===== src/rtl/apple_1_pia_pkg.sv =====
// Shared constants and helpers for the Apple-1 PIA responder.
package apple_1_pia_pkg;

  localparam logic [1:0] KBD   = 2'd0;
  localparam logic [1:0] KBDCR = 2'd1;
  localparam logic [1:0] DSP   = 2'd2;
  localparam logic [1:0] DSPCR = 2'd3;

  localparam logic [7:0] RD_DATA_RST  = 8'h00;
  localparam logic [6:0] DSP_DATA_RST = 7'h00;
  localparam logic [6:0] KCR_RST      = 7'h00;
  localparam logic [5:0] DCR_RST      = 6'h00;

  // Fold lowercase ASCII to uppercase; WozMon only understands uppercase.
  function automatic logic [6:0] case_fold(input logic [6:0] c);
    if (c >= 7'h61 && c <= 7'h7A) return c - 7'h20;
    return c;
  endfunction

endpackage


===== src/rtl/apple_1_pia_fifo.sv =====
// Synchronous keyboard FIFO; push when full and pop when empty are ignored.
module apple_1_pia_fifo #(
  parameter int unsigned DEPTH = 4,
  parameter int unsigned WIDTH = 7
) (
  input  logic             clk,
  input  logic             reset,
  input  logic             push,
  input  logic [WIDTH-1:0] din,
  input  logic             pop,
  output logic [WIDTH-1:0] head,
  output logic             full,
  output logic             empty
);

  localparam int unsigned AW = $clog2(DEPTH);
  localparam int unsigned CW = $clog2(DEPTH) + 1;

  logic [WIDTH-1:0] mem [DEPTH];
  logic [AW-1:0]    wr_ptr, rd_ptr;
  logic [CW-1:0]    count, count_next;
  logic             do_push, do_pop;

  assign do_push = push && !full;
  assign do_pop  = pop && !empty;
  assign head    = mem[rd_ptr];

  always_comb begin
    count_next = count;
    if (do_push && !do_pop) count_next = count + CW'(1);
    else if (!do_push && do_pop) count_next = count - CW'(1);
  end

  // Pointers wrap naturally since DEPTH is a power of two.
  always_ff @(posedge clk or negedge reset) begin
    if (!reset) begin
      wr_ptr <= '0;
      rd_ptr <= '0;
      count  <= '0;
      full   <= 1'b0;
      empty  <= 1'b1;
      for (int unsigned i = 0; i < DEPTH; i++) mem[i] <= '0;
    end else begin
      if (do_push) begin
        mem[wr_ptr] <= din;
        wr_ptr      <= wr_ptr + AW'(1);
      end
      if (do_pop) rd_ptr <= rd_ptr + AW'(1);
      count <= count_next;
      full  <= (count_next == CW'(DEPTH));
      empty <= (count_next == '0);
    end
  end

endmodule


===== src/rtl/apple_1_pia.sv =====
// Apple-1 PIA bus target at BASE_ADDR..+3 with keyboard FIFO and display stream.
// Optional keyboard interrupt output IRQ_n is enabled by defining PIA_IRQ_EN.
module apple_1_pia
  import apple_1_pia_pkg::*;
#(
  parameter int unsigned KBD_FIFO_DEPTH = 4,
  parameter logic [15:0] BASE_ADDR      = 16'hD010
) (
  input  logic        clk,
  input  logic        reset,
  input  logic [15:0] AB,
  input  logic [7:0]  DO,
  input  logic        WE,
  input  logic        RDY,
  output logic [7:0]  rd_data,
  output logic        rd_sel,
  input  logic        kbd_valid,
  input  logic [6:0]  kbd_data,
  output logic        kbd_ready,
  output logic        dsp_valid,
  output logic [6:0]  dsp_data,
  input  logic        dsp_ready
`ifdef PIA_IRQ_EN
  ,
  output logic        IRQ_n
`endif
);

  logic       hit, rd_hit, wr_hit;
  logic [1:0] sel;
  logic [6:0] head;
  logic       full, empty;
  logic [6:0] kcr;
  logic [5:0] dcr;
  logic       ovr;
  logic [7:0] rd_next;
  logic       unused;

  assign unused = &{1'b0, DO[7]};

  assign hit    = RDY && (AB[15:2] == BASE_ADDR[15:2]);
  assign rd_hit = hit && !WE;
  assign wr_hit = hit && WE;
  assign sel    = AB[1:0];

  assign kbd_ready = !full;

  apple_1_pia_fifo #(
    .DEPTH (KBD_FIFO_DEPTH),
    .WIDTH (7)
  ) u_fifo (
    .clk   (clk),
    .reset (reset),
    .push  (kbd_valid),
    .din   (case_fold(kbd_data)),
    .pop   (rd_hit && (sel == KBD)),
    .head  (head),
    .full  (full),
    .empty (empty)
  );

  // Read mux; dsp_valid doubles as the display busy flag.
  always_comb begin
    rd_next = RD_DATA_RST;
    if (rd_hit) begin
      case (sel)
        KBD:     rd_next = empty ? 8'h80 : {1'b1, head};
        KBDCR:   rd_next = {!empty, kcr};
        DSP:     rd_next = {dsp_valid, dsp_data};
        default: rd_next = {1'b0, ovr, dcr};
      endcase
    end
  end

  always_ff @(posedge clk or negedge reset) begin
    if (!reset) begin
      rd_data   <= RD_DATA_RST;
      rd_sel    <= 1'b0;
      kcr       <= KCR_RST;
      dcr       <= DCR_RST;
      ovr       <= 1'b0;
      dsp_valid <= 1'b0;
      dsp_data  <= DSP_DATA_RST;
    end else begin
      rd_data <= rd_next;
      rd_sel  <= rd_hit;
      if (wr_hit && sel == KBDCR) kcr <= DO[6:0];
      if (wr_hit && sel == DSPCR) dcr <= DO[5:0];
      if (rd_hit && sel == DSPCR) ovr <= 1'b0;
      if (dsp_valid && dsp_ready) dsp_valid <= 1'b0;
      // A write landing while busy is lost, even if the host accepts this cycle.
      if (wr_hit && sel == DSP) begin
        if (!dsp_valid) begin
          dsp_data  <= DO[6:0];
          dsp_valid <= 1'b1;
        end else begin
          ovr <= 1'b1;
        end
      end
    end
  end

`ifdef PIA_IRQ_EN
  always_ff @(posedge clk or negedge reset) begin
    if (!reset) IRQ_n <= 1'b1;
    else        IRQ_n <= !(kcr[0] && !empty);
  end
`endif

endmodule


===== config.mk =====
export PLATFORM = sky130hd
export DESIGN_NAME = apple_1_pia
export DESIGN_NICKNAME = d
export VERILOG_FILES = /design/src/rtl/apple_1_pia_pkg.sv /design/src/rtl/apple_1_pia_fifo.sv /design/src/rtl/apple_1_pia.sv
export SDC_FILE = /design/constraint.sdc
export NUM_CORES = 1
export LEC_CHECK = 0
export BUFFER_PORTS_ARGS = -buffer_cell sky130_fd_sc_hd__buf_2
export CORE_ASPECT_RATIO = 1.5
export CORE_MARGIN = 10
export CORE_UTILIZATION = 38
export DETAILED_ROUTE_END_ITERATION = 12
export GPL_ROUTABILITY_DRIVEN = 0
export PLACE_DENSITY_LB_ADDON = 0.15
export SYNTH_ARGS = -nofsm -noshare
export SYNTH_HDL_FRONTEND = slang
export SYNTH_SLANG_ARGS = --single-unit

===== constraint.sdc =====
create_clock -name clk -period 4 [get_ports clk]
set_input_delay 0.4 -clock clk [delete_from_list [all_inputs] [get_ports clk]]
set_output_delay 0.4 -clock clk [all_outputs]
set_load 0.05 [all_outputs]

==> results by group <==
STA
  – Min Hold Slack: 169 ps
  – Final Skew: 8.28 ps
  – Final Setup Violations: 0
  – Slew of the pin with the lowest slew margin: 1170 ps
  – RSZ-0062 raised after global routing: false
  – Max Slew Vio Count: 0
  – Fin crit share: 0.564
  – Min Clock Period, post-route: 2250 ps
  – Rel. slew slack: 0.221
  – Fmax: 444 MHz
  – Count of final hold-check violations: 0
  – Final setup TNS: 0 ps

Synthesis
  – Net Count, Synth: 290
  – Xor/xnor share of the synthesized area: 0.0108
  – Post-synthesis compound-gate area fraction: 0.101
  – Post-synth EDFFs: 0
  – Average instance area after synthesis: 13.2 µm²
  – Syn Inst Count: 246
  – Simple-Gate Fraction of Synth Area: 0.0953
  – Post-Syn Area: 0.00326 mm²
  – Cell taking the most area after synthesis: dfrtp_1
  – Post-synthesis adder-cell area fraction: 0.0269
  – Largest family of logic cells by synthesized area: multiplexers
  – Synth cell types: 46
  – Sequential area share after synthesis: 0.523
  – Post-synthesis mux area share: 0.220
  – Yosys reg bits: 68
  – Post-synth top area share: 0.515
  – Most used flip-flop cell after synthesis: dfrtp_1
  – Largest cells by area after synthesis: dfrtp_1 (51%), mux2_2 (12%), mux4_2 (4.8%)
  – Yosys warns: 0
  – Asr flop ratio synth: 1.00

Floorplan
  – Starting density of the core: 0.387
  – Core area: 0.00841 mm²
  – Die width: 95.6 µm
  – I/O pin count: 55
  – Die Y: 133 µm
  – DIE AREA: 0.0128 mm²
  – Row Count: 41

Clock network
  – Clock-pin slew on the worst setup and hold paths: 50 ps
  – Root Driver: clkbuf_16
  – Clock buffer count from CTS: 9
  – Clk sinks: 68
  – CTS Hold Bufs: 0
  – Post-CTS setup buffer count: 0
  – Clk_lat worst skew: 340 ps
  – Deepest clock path buffer count: 2
  – Htree depth: 3
  – CTS tree: built
  – Post-cts sizing count: 0

Detailed routing
  – Via count: 2,159
  – Via density: 5.21
  – Drt first pass iters: 4
  – Initial DRC count: 80
  – WL/cell: 16.9 µm
  – # DRC: 0
  – Post-DRT Antenna Nets: 0
  – Total Wirelength: 6.98 mm

Hold path
  – Worst hold path type: input pin to async pin

Pwr
  – Total power: 2.28 mW
  – Peak supply drop: 0.286 mV
  – Power Dens Cells: 581 mW/mm²
  – Lkg Pwr: 1.84 nW

GRT
  – Grt met1 use: 0.133
  – Vias in the first global route: 2,333
  – Busiest grt layer: met2
  – GRT Total Usage: 0.117
  – Met2 GRT Util: 0.198
  – GR Overflow Total: 0
  – M3 GR Usage: 0.0225
  – Largest net degree at the start of global routing: 37
  – Initial antenna violation count: 0
  – First-pass GRT wire length: 11.6 mm

Place
  – Inst Count DP: 398
  – # port buffers: 53
  – DP HPWL: 5.24 mm

Critical path
  – Nature of the critical path startpoint: flip-flop
  – CP arrival: 2470 ps
  – Crit. End Element: flip-flop
  – Data required time of the worst path: 4220 ps
  – Max FO, Critical Path: 18
  – Crit Path Class: flip-flop to flip-flop

Run
  – Max cap viols: 0

Cells and area
  – Share of cells above drive strength 1: 0.430
  – # fillers: 802
  – Nets@finish: 346
  – Ant. Diodes: 0
  – Non-filler cells, final: 414
  – Synthesis-to-finish area growth: 20.6%

Outcome
  – Status: finished, final reports clean
==> cell families after synthesis <==
logic type      Yosys count
fa+ha+maj                 7
mux                      55
simple gates             48
compound gates           46
xor+xnor                  4
flops                    68
buf+inv                  18
==> synthesized netlist by cell type (6+ instances only) <==
master	instances
dfrtp_1	67
mux2_2	34
nand2_1	15
a211oi_1	8
a21oi_1	8
inv_1	8
a221oi_1	7
ha_1	7
mux2_4	7
mux2i_1	7
mux4_2	7
o21ai_0	7
nor2_1	6
==> cells in the final DEF (no fill, tap or decap), types with 2 or more instances in the layout <==
cell type,count
nand2_1,15
nand4_1,3
nand3_1,2
mux2i_1,7
nor2b_1,2
mux4_2,7
ha_1,7
mux2_4,7
clkinv_4,2
inv_1,8
mux2_2,34
nand3_4,2
nand2b_1,3
dfrtp_1,67
a221oi_1,7
buf_2,53
a21oi_1,8
and3_1,4
a31oi_1,5
nor2_1,6
clkinvlp_4,2
a211oi_1,8
buf_4,2
nor4_2,2
xnor2_1,4
o21ai_0,7
clkbuf_16,9
a22o_1,2
==> per-layer routing <==
layer	up-vias	part of all wire
li1	1038	-
met1	1072	0.41
met2	33	0.52
met3	16	0.041
met4	0	0.023
met5	-	0
==> per-stage QoR <==
| stage | instance area [µm²] | utilization | setup slack, ps |
|---|---|---|---|
| 2_1_floorplan | 3260 | - | 2230 |
| 3_5_place_dp | 3620 | 0.431 | 1600 |
| 6_report | 3930 | 0.467 | 1750 |
| 4_1_cts | 3930 | 0.467 | 1730 |
| 5_1_grt | 3930 | 0.467 | 1490 |
| 3_3_place_gp | 3620 | 0.431 | 1590 |
==> power breakdown <==
part | leakage [nW] | switching, mW | internal, mW
Clock | 0.142 | 0.305 | 0.485
Sequential | 0.870 | 0.0958 | 0.869
Combinational | 0.826 | 0.251 | 0.277
==> path summary, 6_finish.rpt <==
check	startpoint	endpoint	slack, ps	cells after the start
min in group clk	dsp_ready	dsp_valid	250	2
worst min-delay path	reset	u_fifo.full	170	1
worst max-delay path	u_fifo.full	u_fifo.mem[7]	1750	3
max in group asynchronous	reset	u_fifo.mem[13]	3070	2
worst max register to register	u_fifo.full	u_fifo.mem[7]	1750	3
worst min register to register	u_fifo.mem[27]	u_fifo.mem[27]	490	2
==> critical path, stage by stage (launching register included) <==
cell	delay (ps)
dfrtp_1	380
nor2b_1	890
nand2_1	480
mux2_2	390
==> registers in the layout (all words and copies together) (netlist names), 2 cells and up <==
signal         cells
kcr                7
u_fifo.mem        28
u_fifo.rd_ptr      2
dsp_data           7
dcr                6
u_fifo.wr_ptr      2
rd_data            8
u_fifo.count       3
==> area by class of cell <==
class	instances	area [µm²]	area share
well taps	107	134	0.0341
clock buffers	9	225	0.0574
flip-flops and latches	68	1700	0.434
repair buffers	55	280	0.0714
clock inverters	7	76.3	0.0194
inverters	8	30.0	0.00765
multi-input cells	160	1480	0.376
Power figures use the tool's default switching activity.
